$ cat src/rtl/rf_arb_pkg.sv
// ---------------------------------------------------------------------------
// rf_arb_pkg
// Shared types and sizes for the register-file write arbiter.
//   DATA_W    register width
//   ADDR_W    register address width
//   NUM_REGS  number of architectural registers (2**ADDR_W)
//   wr_req_t  one write request {addr, data}
//   arb_state_t  arbiter priority state {WB_PRI, LS_PRI}
//   onehot()  register address -> one-hot register mask
// ---------------------------------------------------------------------------
package rf_arb_pkg;

    localparam int DATA_W   = 16;
    localparam int ADDR_W   = 2;
    localparam int NUM_REGS = 2 ** ADDR_W;

    typedef struct packed {
        logic [ADDR_W-1:0] addr;
        logic [DATA_W-1:0] data;
    } wr_req_t;

    typedef enum logic {
        WB_PRI = 1'b0,
        LS_PRI = 1'b1
    } arb_state_t;

    function automatic logic [NUM_REGS-1:0] onehot(input logic [ADDR_W-1:0] a);
        return NUM_REGS'(1) << a;
    endfunction

endpackage

$ cat src/rtl/rf_arb_fifo.sv
// ---------------------------------------------------------------------------
// rf_arb_fifo
// QDEPTH-entry synchronous FIFO of wr_req_t holding secondary-path writes.
// Entry 0 is always the head; a pop shifts every entry down by one, so the
// occupied slots are always 0..count-1 and never reorder.
// Ports:
//   clk, reset   clock / synchronous active-high reset (empties the FIFO)
//   push, din    enqueue din when push && !full
//   pop          dequeue head when pop && !empty
//   full, empty  occupancy flags
//   head         current head entry (valid when !empty)
//   ent_valid    per-slot occupied flag
//   ent_addr     per-slot target register address
// ---------------------------------------------------------------------------
module rf_arb_fifo
    import rf_arb_pkg::*;
#(
    parameter int QDEPTH = 2
) (
    input  logic                          clk,
    input  logic                          reset,
    input  logic                          push,
    input  wr_req_t                       din,
    input  logic                          pop,
    output logic                          full,
    output logic                          empty,
    output wr_req_t                       head,
    output logic [QDEPTH-1:0]             ent_valid,
    output logic [QDEPTH-1:0][ADDR_W-1:0] ent_addr
);

    localparam int CW = $clog2(QDEPTH + 1);

    wr_req_t        mem   [QDEPTH];
    wr_req_t        mem_n [QDEPTH];
    logic [CW-1:0]  count;
    logic [CW-1:0]  count_n;
    logic [CW-1:0]  wr_idx;
    logic           push_ok;
    logic           pop_ok;

    assign full    = (count == CW'(QDEPTH));
    assign empty   = (count == '0);
    assign push_ok = push && !full;
    assign pop_ok  = pop && !empty;
    assign head    = mem[0];

    // With a simultaneous pop the surviving entries slide down one slot,
    // so the new entry lands one slot lower than the current count.
    assign wr_idx  = count - CW'(pop_ok);
    assign count_n = count + CW'(push_ok) - CW'(pop_ok);

    always_comb begin
        for (int i = 0; i < QDEPTH; i++) begin
            mem_n[i] = mem[i];
        end
        if (pop_ok) begin
            for (int i = 0; i < QDEPTH - 1; i++) begin
                mem_n[i] = mem[i+1];
            end
        end
        if (push_ok) begin
            for (int i = 0; i < QDEPTH; i++) begin
                if (wr_idx == CW'(i)) begin
                    mem_n[i] = din;
                end
            end
        end
    end

    always_ff @(posedge clk) begin
        if (reset) begin
            count <= '0;
            for (int i = 0; i < QDEPTH; i++) begin
                mem[i] <= '0;
            end
        end else begin
            count <= count_n;
            for (int i = 0; i < QDEPTH; i++) begin
                mem[i] <= mem_n[i];
            end
        end
    end

    always_comb begin
        for (int i = 0; i < QDEPTH; i++) begin
            ent_valid[i] = (CW'(i) < count);
            ent_addr[i]  = mem[i].addr;
        end
    end

endmodule

$ cat src/rtl/rf_write_arbiter.sv
// ---------------------------------------------------------------------------
// rf_write_arbiter
// Arbitrates the single RF write port between the writeback stage (primary)
// and a queued long-latency return path (secondary). A starvation guard
// forces the queue head through after it has waited MAX_WAIT cycles.
// Optional feature macro: RFARB_FWD_EN (write-port forwarding lookups).
// Ports:
//   clk, reset                 clock / synchronous active-high reset
//   wb_valid/ready/addr/data   primary write request (valid/ready)
//   ls_valid/ready/addr/data   secondary write request, enqueued on handshake
//   rf_write/rf_addr3/rf_data3 registered RF write port
//   busy                       per-register pending-write mask (comb)
//   rd_addr1/2                 forwarding lookup addresses
//   fwd_hit1/2, fwd_data1/2    forwarding results (0 without RFARB_FWD_EN)
// Handshake: a transfer happens on a rising edge where valid && ready are
// both high; ready never depends on valid of the same channel.
// ---------------------------------------------------------------------------
module rf_write_arbiter
    import rf_arb_pkg::*;
#(
    parameter int QDEPTH   = 2,
    parameter int MAX_WAIT = 4
) (
    input  logic                clk,
    input  logic                reset,
    input  logic                wb_valid,
    output logic                wb_ready,
    input  logic [ADDR_W-1:0]   wb_addr,
    input  logic [DATA_W-1:0]   wb_data,
    input  logic                ls_valid,
    output logic                ls_ready,
    input  logic [ADDR_W-1:0]   ls_addr,
    input  logic [DATA_W-1:0]   ls_data,
    output logic                rf_write,
    output logic [ADDR_W-1:0]   rf_addr3,
    output logic [DATA_W-1:0]   rf_data3,
    output logic [NUM_REGS-1:0] busy,
    input  logic [ADDR_W-1:0]   rd_addr1,
    input  logic [ADDR_W-1:0]   rd_addr2,
    output logic                fwd_hit1,
    output logic                fwd_hit2,
    output logic [DATA_W-1:0]   fwd_data1,
    output logic [DATA_W-1:0]   fwd_data2
);

    localparam int WW = $clog2(MAX_WAIT + 1);

    arb_state_t                    state;
    arb_state_t                    state_n;
    logic [WW-1:0]                 wait_cnt;
    logic [WW-1:0]                 wait_n;
    logic                          push;
    logic                          pop;
    logic                          grant_wb;
    logic                          q_full;
    logic                          q_empty;
    wr_req_t                       q_head;
    wr_req_t                       ls_req;
    logic [QDEPTH-1:0]             ent_valid;
    logic [QDEPTH-1:0][ADDR_W-1:0] ent_addr;
    logic [NUM_REGS-1:0]           q_busy;

    assign ls_req.addr = ls_addr;
    assign ls_req.data = ls_data;
    assign ls_ready    = !reset && !q_full;
    assign push        = ls_valid && ls_ready;

    rf_arb_fifo #(
        .QDEPTH (QDEPTH)
    ) u_fifo (
        .clk       (clk),
        .reset     (reset),
        .push      (push),
        .din       (ls_req),
        .pop       (pop),
        .full      (q_full),
        .empty     (q_empty),
        .head      (q_head),
        .ent_valid (ent_valid),
        .ent_addr  (ent_addr)
    );

    // FSM: state register
    always_ff @(posedge clk) begin
        if (reset) begin
            state <= WB_PRI;
        end else begin
            state <= state_n;
        end
    end

    // FSM: next state. LS_PRI lasts exactly one cycle.
    always_comb begin
        state_n = state;
        case (state)
            WB_PRI:  if (wait_n == WW'(MAX_WAIT)) state_n = LS_PRI;
            LS_PRI:  state_n = WB_PRI;
            default: state_n = WB_PRI;
        endcase
    end

    // FSM: outputs / grant
    always_comb begin
        wb_ready = 1'b0;
        grant_wb = 1'b0;
        pop      = 1'b0;
        if (!reset) begin
            case (state)
                WB_PRI: begin
                    wb_ready = 1'b1;
                    if (wb_valid) begin
                        grant_wb = 1'b1;
                    end else if (!q_empty) begin
                        pop = 1'b1;
                    end
                end
                LS_PRI: begin
                    pop = !q_empty;
                end
                default: begin
                    wb_ready = 1'b0;
                end
            endcase
        end
    end

    // Starvation counter: counts edges where a valid head is passed over.
    always_comb begin
        if (q_empty || pop) begin
            wait_n = '0;
        end else if (wait_cnt != WW'(MAX_WAIT)) begin
            wait_n = wait_cnt + WW'(1);
        end else begin
            wait_n = wait_cnt;
        end
    end

    always_ff @(posedge clk) begin
        if (reset) begin
            wait_cnt <= '0;
        end else begin
            wait_cnt <= wait_n;
        end
    end

    // Issue register: address/data hold when nothing is granted.
    always_ff @(posedge clk) begin
        if (reset) begin
            rf_write <= 1'b0;
            rf_addr3 <= '0;
            rf_data3 <= '0;
        end else begin
            rf_write <= grant_wb || pop;
            if (grant_wb) begin
                rf_addr3 <= wb_addr;
                rf_data3 <= wb_data;
            end else if (pop) begin
                rf_addr3 <= q_head.addr;
                rf_data3 <= q_head.data;
            end
        end
    end

    always_comb begin
        q_busy = '0;
        for (int i = 0; i < QDEPTH; i++) begin
            if (ent_valid[i]) begin
                q_busy = q_busy | onehot(ent_addr[i]);
            end
        end
    end

    assign busy = reset ? '0 : (q_busy | (rf_write ? onehot(rf_addr3) : '0));

`ifdef RFARB_FWD_EN
    // The RF only reflects a write the cycle after rf_write, so readers
    // of that register take the value from the issue register meanwhile.
    assign fwd_hit1  = rf_write && (rf_addr3 == rd_addr1);
    assign fwd_hit2  = rf_write && (rf_addr3 == rd_addr2);
    assign fwd_data1 = rf_data3;
    assign fwd_data2 = rf_data3;
`else
    logic unused_rd;
    assign unused_rd = ^{rd_addr1, rd_addr2};
    assign fwd_hit1  = 1'b0;
    assign fwd_hit2  = 1'b0;
    assign fwd_data1 = '0;
    assign fwd_data2 = '0;
`endif

endmodule

$ cat config.mk
export PLATFORM = sky130hd
export DESIGN_NAME = rf_write_arbiter
export DESIGN_NICKNAME = d
export VERILOG_FILES = /design/src/rtl/rf_arb_pkg.sv /design/src/rtl/rf_arb_fifo.sv /design/src/rtl/rf_write_arbiter.sv
export SDC_FILE = /design/constraint.sdc
export NUM_CORES = 1
export LEC_CHECK = 0
export ABC_AREA = 1
export BUFFER_PORTS_ARGS = -buffer_cell sky130_fd_sc_hd__buf_4
export CORE_MARGIN = 8
export CORE_UTILIZATION = 40
export CTS_BUF_LIST = sky130_fd_sc_hd__clkbuf_8
export DETAILED_ROUTE_END_ITERATION = 6
export PLACE_DENSITY = 0.66
export SLEW_MARGIN = 25
export SYNTH_ARGS = -nofsm -noshare
export SYNTH_HDL_FRONTEND = slang
export SYNTH_HIERARCHICAL = 1
export SYNTH_SLANG_ARGS = --single-unit
$ cat constraint.sdc
create_clock -name clk -period 3 [get_ports clk]
set_input_delay 0.6 -clock clk [delete_from_list [all_inputs] [get_ports clk]]
set_output_delay 0.6 -clock clk [all_outputs]
set_load 0.1 [all_outputs]
After elaboration in Yosys (flattened, before gate mapping). Memory sizes are Yosys's and may differ from the RTL's. Cells that the tools add are included.

Flip-flop bits (word level): 25. Bits in writable memories: 36. Bits of input ports: 44. Memories kept: 1.

Memory list: u_fifo.mem (depth 2, width 18, read ports 2, clocked after memory_dff 0, write ports 2, line rf_arb_fifo.sv:34) `wr_req_t mem [QDEPTH];`.

$add $sub $neg: 4. Magnitude comparators: 2. Equality and inequality tests: 4. Shift-type cells: 3. Multiplexer cells: 30. Bitwise operators: 5. Reductions and logical operators: 12.

Operators with widths (number): $mux W18 (5); $mux W36 (1); $mux W16 (2); $mux W4 (4); $mux W1 (12); $shl A1 B2 Y4 const A (3); $or A4 B4 Y4 (2); $mux W3 (2); $logic_and A1 B1 Y1 (4); $logic_not A2 Y1 (2); $lt A1 B2 Y1 const A (2); $mux W2 (2); $pmux W1 S2 (2); $sub A2 B1 Y2 (2); $add A3 B1 Y3 const B (1); $eq A3 B3 Y1 const B (1); $logic_not A1 Y1 (3); $ne A3 B3 Y1 const B (1); $add A2 B1 Y2 (1); $eq A2 B1 Y1 const B (1); $eq A2 B2 Y1 const B (1); $logic_or A1 B1 Y1 (2); $or A1 B1 Y1 (2); $reduce_bool A2 Y1 (1); $not A1 Y1 (1).

Logic depth before layout (Yosys ltp). Gate-level depths: netlist of run 1.

Depth in word-level cells: 11. Mapped depth: 20. Gate-level depth less buffers: 14.

By module. The synthesis of run 1 kept the hierarchy.

By module, submodules not included: rf_arb_fifo (times used 1, cells an instance 303, area an instance 2083.2 um^2); rf_write_arbiter (times used 1, cells an instance 274, area an instance 1742.9 um^2).

Worst setup path before layout of run 1. No wires, ideal clock.

Path type: reg-to-reg. Start: register u_fifo.count[1]. End: memory u_fifo/mem[0][34] (netlist bit). Setup time: 0.113 ns. Data arrival time: 2.687 ns. Required time: 2.887 ns. Path slack: 0.201 ns. Cell stages (with the launch flop): 20. Buffers on the path: 6. Cells stage by stage: dfxtp_1 inv_4 nand2_2 buf_4 inv_1 buf_2 buf_1 nor2_1 buf_2 nand2_4 buf_6 inv_1 ha_1 inv_1 nand2_1 nor2_4 buf_6 nand3_1 nand2_1 nor2_1.

RTL lines: start: declaration (line rf_arb_fifo.sv:36) `logic [CW-1:0] count;`; start signal: assignment (line rf_arb_fifo.sv:78) `count <= count_n;`; end: declaration (line rf_arb_fifo.sv:34).

==> results.json, run 1 <==
{
  "status": "finished clean",
  "gp_congestion": 0.829,
  "drc": 0,
  "clkSinkCount": 61,
  "synthCells": 577,
  "crit_fanout": 23,
  "synth_cell_type_count": 31,
  "yosysTopAreaCell": "dfxtp_1",
  "firstDrtPassIters": 5,
  "dp_hpwl_um": 6840,
  "num_rows": 35,
  "synth_most_common_cell": "nand2_1",
  "antenna_found_initial": 0,
  "num_antenna_cells": 0,
  "die_height_um": 114,
  "clkSlewWorstSetupHoldPaths_ns": 0.07,
  "slew_headroom_pct": 58.8,
  "ctsHtreeMaxLevel": 3,
  "synthTopCellsByArea": "dfxtp_1 32%, buf_4 12%, nand3_1 12%",
  "cts_resized": 0,
  "worst_setup_path_end_kind": "flip-flop",
  "syn2layout_area_growth_pct": 9.97,
  "synth_top_area_share_pct": 31.9,
  "use_met2_pct": 26.7,
  "final_net_count": 659,
  "synth_commonest_cells": "100 x nand2_1, 96 x inv_1, 90 x nand3_1",
  "final_max_slew_viol_count": 0,
  "die_area_sq_mm": 0.0130,
  "place_area_sq_mm": 0.00404,
  "powerDensity_mw_per_mm2": 590,
  "ios": 103,
  "grt_max_degree": 42,
  "grt_use_total_pct": 14.8,
  "core_area_sq_mm": 0.00928,
  "drtIter0Drc": 257,
  "fin_setup_tns_ns": 0,
  "worstPathRequired_ns": 3.22,
  "post-cts-setup-buffers": 0,
  "ys_seq_area_share_pct": 31.9,
  "setup_violations": 0,
  "first_global_vias": 3354,
  "clock_skew_ns": 0.00837,
  "vias_per_cell": 4.60,
  "clk_path_buf_depth": 2,
  "maxCapViolations": 0,
  "synth-seq-cells": 61,
  "io_buffers": 64,
  "power.leakage_nw": 2.29,
  "grt_pass1_wl_um": 15800,
  "final_cells": 744,
  "tightestPinTransition_ns": 0.614,
  "syn_area_per_cell_sq_um": 6.63,
  "ir_worst_vdd_mv": 0.220,
  "max_freq_mhz": 382,
  "stdcell_area_sq_mm": 0.00421,
  "hold_buffers": 0,
  "num_vias": 3420,
  "use_met3_pct": 3.54,
  "finalCriticalPeriod_ns": 2.62,
  "syn_area_sq_mm": 0.00383,
  "ys_async_sr_fraction_pct": 0,
  "clk_latency_ns": 0.33,
  "crit_path_start_kind": "flip-flop",
  "grt_overflow": 0,
  "wire_per_inst_um": 13.0,
  "met1_usage_pct": 16.7,
  "ys_warn_count": 6,
  "hold_viol_final": 0,
  "rsz0062_at_grt": "false",
  "synth-main-ff-cell": "dfxtp_1",
  "clock-root-buffer": "clkbuf_8",
  "drt_wl_total_um": 9650,
  "fp.dieW_um": 114,
  "cts_buffers": 9,
  "start_util_pct": 41.2,
  "tritoncts": "done",
  "antenna_left": 0,
  "synth_edf_count": 0,
  "hp-class": "flip-flop to flip-flop",
  "critPathKind": "flip-flop to flip-flop",
  "drive_above_1_share_pct": 17.6,
  "busiest_layer": "met2",
  "dp_cells": 728,
  "worstPathArrival_ns": 2.84,
  "fin_crit_sh_pct": 87.4
}
registers in the layout, summed over array words and instances, names as in the netlist:
signal	cells
state	1
u_fifo/mem	36
rf_write	1
rf_addr3	2
wait_cnt	3
rf_data3	16
u_fifo/count	2
path summary, 6_finish.rpt:
check,depth (start not counted),startpoint,to,slack (ns)
setup / recovery,13,u_fifo/count[1],u_fifo/mem[0][27],0.38
hold reg to reg,2,u_fifo/mem[0][29],u_fifo/mem[0][29],0.48
setup reg to reg,13,u_fifo/count[1],u_fifo/mem[0][27],0.38
hold / removal,2,u_fifo/mem[0][29],u_fifo/mem[0][29],0.48
through the flow:
stage	setup WS [ns]	hold slack (ns)	power [mW]	utilization, %
5_1_grt	0.239	0.500	2.61	45.3
4_1_cts	0.454	0.486	2.49	45.3
3_3_place_gp	0.298	0.463	1.85	43.5
6_report	0.379	0.483	2.48	45.3
2_1_floorplan	0.201	0.455	1.76	-
3_5_place_dp	0.233	0.473	1.86	43.5
power by group:
part	switching, mW	total (mW)	internal (mW)
Clock	0.308	0.640	0.332
Sequential	0.0475	0.928	0.880
Combinational	0.720	0.916	0.196
worst max-delay path, cell delays in order, from the launching register on:
cell,delay [ns]
dfxtp_1,0.48
inv_4,0.12
nand2_2,0.09
buf_4,0.28
nand2_4,0.21
inv_1,0.15
ha_1,0.25
inv_1,0.06
nand2_1,0.09
nand2_1,0.09
nor2_4,0.39
nand3_1,0.14
nand2_1,0.09
nor2_1,0.05
kinds of logic (layout without fill, tap and decap cells):
| kind of cell | count (synthesis) | count (layout) | share of synthesized area (%) |
|---|---|---|---|
| simple gates | 285 | 285 | 33.7 |
| buf+inv | 182 | 187 | 25.7 |
| flops | 61 | 61 | 31.9 |
| compound gates | 41 | 41 | 6.47 |
| fa+ha+maj | 5 | 5 | 1.64 |
| xor+xnor | 2 | 2 | 0.458 |
| other cells | 1 | 34 | 0.0980 |
cell usage in the layout, fill, tap and decap left out, drive strengths merged:
cell and n:
nand2 105, inv 104, nand3 92, nor2 86, buf 70, dfxtp 61
conb 34, a21oi 19, a31oi 18, clkbuf 11, ha 5, clkinv 2
o21ai 2, nor3b 1, o21bai 1, xor2 1, or2 1, a21boi 1
xnor2 1
per-layer routing:
| layer | routed length [um] | share of wire (%) |
|---|---|---|
| met1 | 4050 | 42 |
| met2 | 4610 | 48 |
| met3 | 885 | 9.2 |
| met4 | 103 | 1.1 |
| met5 | 0 | 0 |
layout make-up:
type                    count  area (sq um)
fillers                   996          5080
multi-input cells         367          1750
flip-flops and latches     61          1220
repair buffers             70           526
inverters                 101           382
well taps                 129           161
clock buffers              11           151
clock inverters             5          20.0
No activity file was read; power rests on OpenSTA's default activity.
==> inputs of run 2 (changes only) <==
PLACE_DENSITY = 0.64   (was 0.66)
REMOVE_ABC_BUFFERS = 1   (was unset)
SLEW_MARGIN = 10   (was 25)
==> run 2 against run 1 <==
Net effect: core utilization increased by 0.71 points; fmax grew 5.2%; non-clock buffer count increased by 2; critical path depth fell by 5; total power up 7.6%; combinational power hardly changed; register-to-register slack improved by 0.19 ns; largest cell class unchanged; largest power group unchanged.
==> results.json, run 2 (synthesis results as in run 1) <==
{
  "fin_crit_sh_pct": 83.1,
  "ir_worst_vdd_mv": 0.202,
  "regMostFlops": "u_fifo/mem",
  "clk_path_buf_depth": 2,
  "clock-root-buffer": "clkbuf_8",
  "mostFrequentLayoutCell": "nand2_1",
  "tritoncts": "done",
  "crit_fanout": 23,
  "setup_violations": 0,
  "powerDensity_mw_per_mm2": 625,
  "final_max_slew_viol_count": 0,
  "die_height_um": 114,
  "slew_headroom_pct": 59.8,
  "rsz0062_at_grt": "false",
  "worst_slack_ns": 0.507,
  "wire_per_inst_um": 12.5,
  "drive_above_1_share_pct": 18.5,
  "core_area_sq_mm": 0.00928,
  "ios": 103,
  "final_net_count": 661,
  "crit_path_start_kind": "flip-flop",
  "firstDrtPassIters": 4,
  "num_rows": 35,
  "clkSinkCount": 61,
  "hold_slack_ns": 0.486,
  "grt_use_total_pct": 14.7,
  "clk_latency_ns": 0.34,
  "power.leakage_nw": 2.31,
  "reg_top3": "u_fifo/mem x36, rf_data3 x16, wait_cnt x3",
  "num_vias": 3392,
  "drc": 0,
  "worst_setup_path_end_kind": "primary output",
  "grt_pass1_wl_um": 15600,
  "largest_register_ffs": 36,
  "antenna_left": 0,
  "first_global_vias": 3430,
  "post-cts-setup-buffers": 0,
  "io_buffers": 64,
  "maxCapViolations": 0,
  "fill_cells": 1000,
  "place_ws_ns": 0.350,
  "vias_per_cell": 4.55,
  "multiInputGateArea_sq_mm": 0.00175,
  "die_area_sq_mm": 0.0130,
  "grt_overflow": 0,
  "ctsHtreeMaxLevel": 3,
  "start_util_pct": 41.2,
  "worstPathRequired_ns": 2.40,
  "final_cell_mix": "100 x nand2_1, 96 x inv_1, 90 x nand3_1",
  "hold_viol_final": 0,
  "cts_resized": 0,
  "antenna_found_initial": 0,
  "critPathKind": "flip-flop to primary output",
  "r2r_slack_ns": 0.57,
  "gp_congestion": 0.822,
  "hp-class": "flip-flop to flip-flop",
  "max_freq_mhz": 401,
  "status": "finished clean",
  "place_area_sq_mm": 0.00405,
  "drt_wl_total_um": 9350,
  "cts_buffers": 9,
  "fp.dieW_um": 114,
  "finalCriticalPeriod_ns": 2.49,
  "drtIter0Drc": 217,
  "dp_hpwl_um": 6560,
  "clock_skew_ns": 0.00726,
  "worstPathArrival_ns": 1.89,
  "regArea_sq_mm": 0.00122,
  "num_antenna_cells": 0,
  "dp_cells": 730,
  "syn2layout_area_growth_pct": 11.7,
  "final_cells": 746,
  "clkSlewWorstSetupHoldPaths_ns": 0.07,
  "tightestPinTransition_ns": 0.599,
  "stdcell_area_sq_mm": 0.00427,
  "hold_buffers": 0,
  "grt_max_degree": 42
}
[run 2: critical path, cell delays in order, from the launching register on]
cell     delay (ns)
dfxtp_1        0.47
inv_4          0.12
nand2_2        0.08
buf_4          0.27
nand3_1        0.12
nand3_1        0.10
nand2_1        0.05
inv_1          0.05
buf_4          0.28
[run 2: power by group]
group	internal [mW]	total (mW)	switching [mW]
logic	0.197	0.913	0.715
registers	0.879	0.926	0.0469
clock network	0.472	0.832	0.360
total	1.55	2.67	1.12
[run 2: routing by layer]
metal	part of all wire [%]	vias to the layer above	track usage [%]
met1	46	1511	17.6
li1	-	1756	-
met4	1.9	0	6.30
met2	46	109	25.1
met5	0	-	0
met3	5.8	16	2.64
[run 2: final timing paths]
path | start | to | cells past startpoint
hold reg to reg | u_fifo/mem[0][27] | u_fifo/mem[0][27] | 2
setup / recovery | u_fifo/count[1] | busy[3] | 8
setup reg to reg | u_fifo/count[1] | u_fifo/mem[0][34] | 13
hold / removal | u_fifo/mem[0][27] | u_fifo/mem[0][27] | 2
[run 2: layout make-up]
class | count | area share, %
sequential | 61 | 28.6
clock inverter | 7 | 2.31
inverter | 101 | 8.93
multi-input combinational | 367 | 40.9
timing repair buffer | 72 | 12.6
tap | 129 | 3.78
clock buffer | 9 | 2.90
[run 2: stage by stage]
stage | setup TNS [ns] | power (mW) | util (%)
6_report | 0 | 2.67 | 46.0
5_1_grt | 0 | 2.80 | 46.0
4_1_cts | 0 | 2.68 | 46.0
3_5_place_dp | 0 | 1.86 | 43.6
3_3_place_gp | 0 | 1.84 | 43.6
2_1_floorplan | -4.92 | 1.65 | -
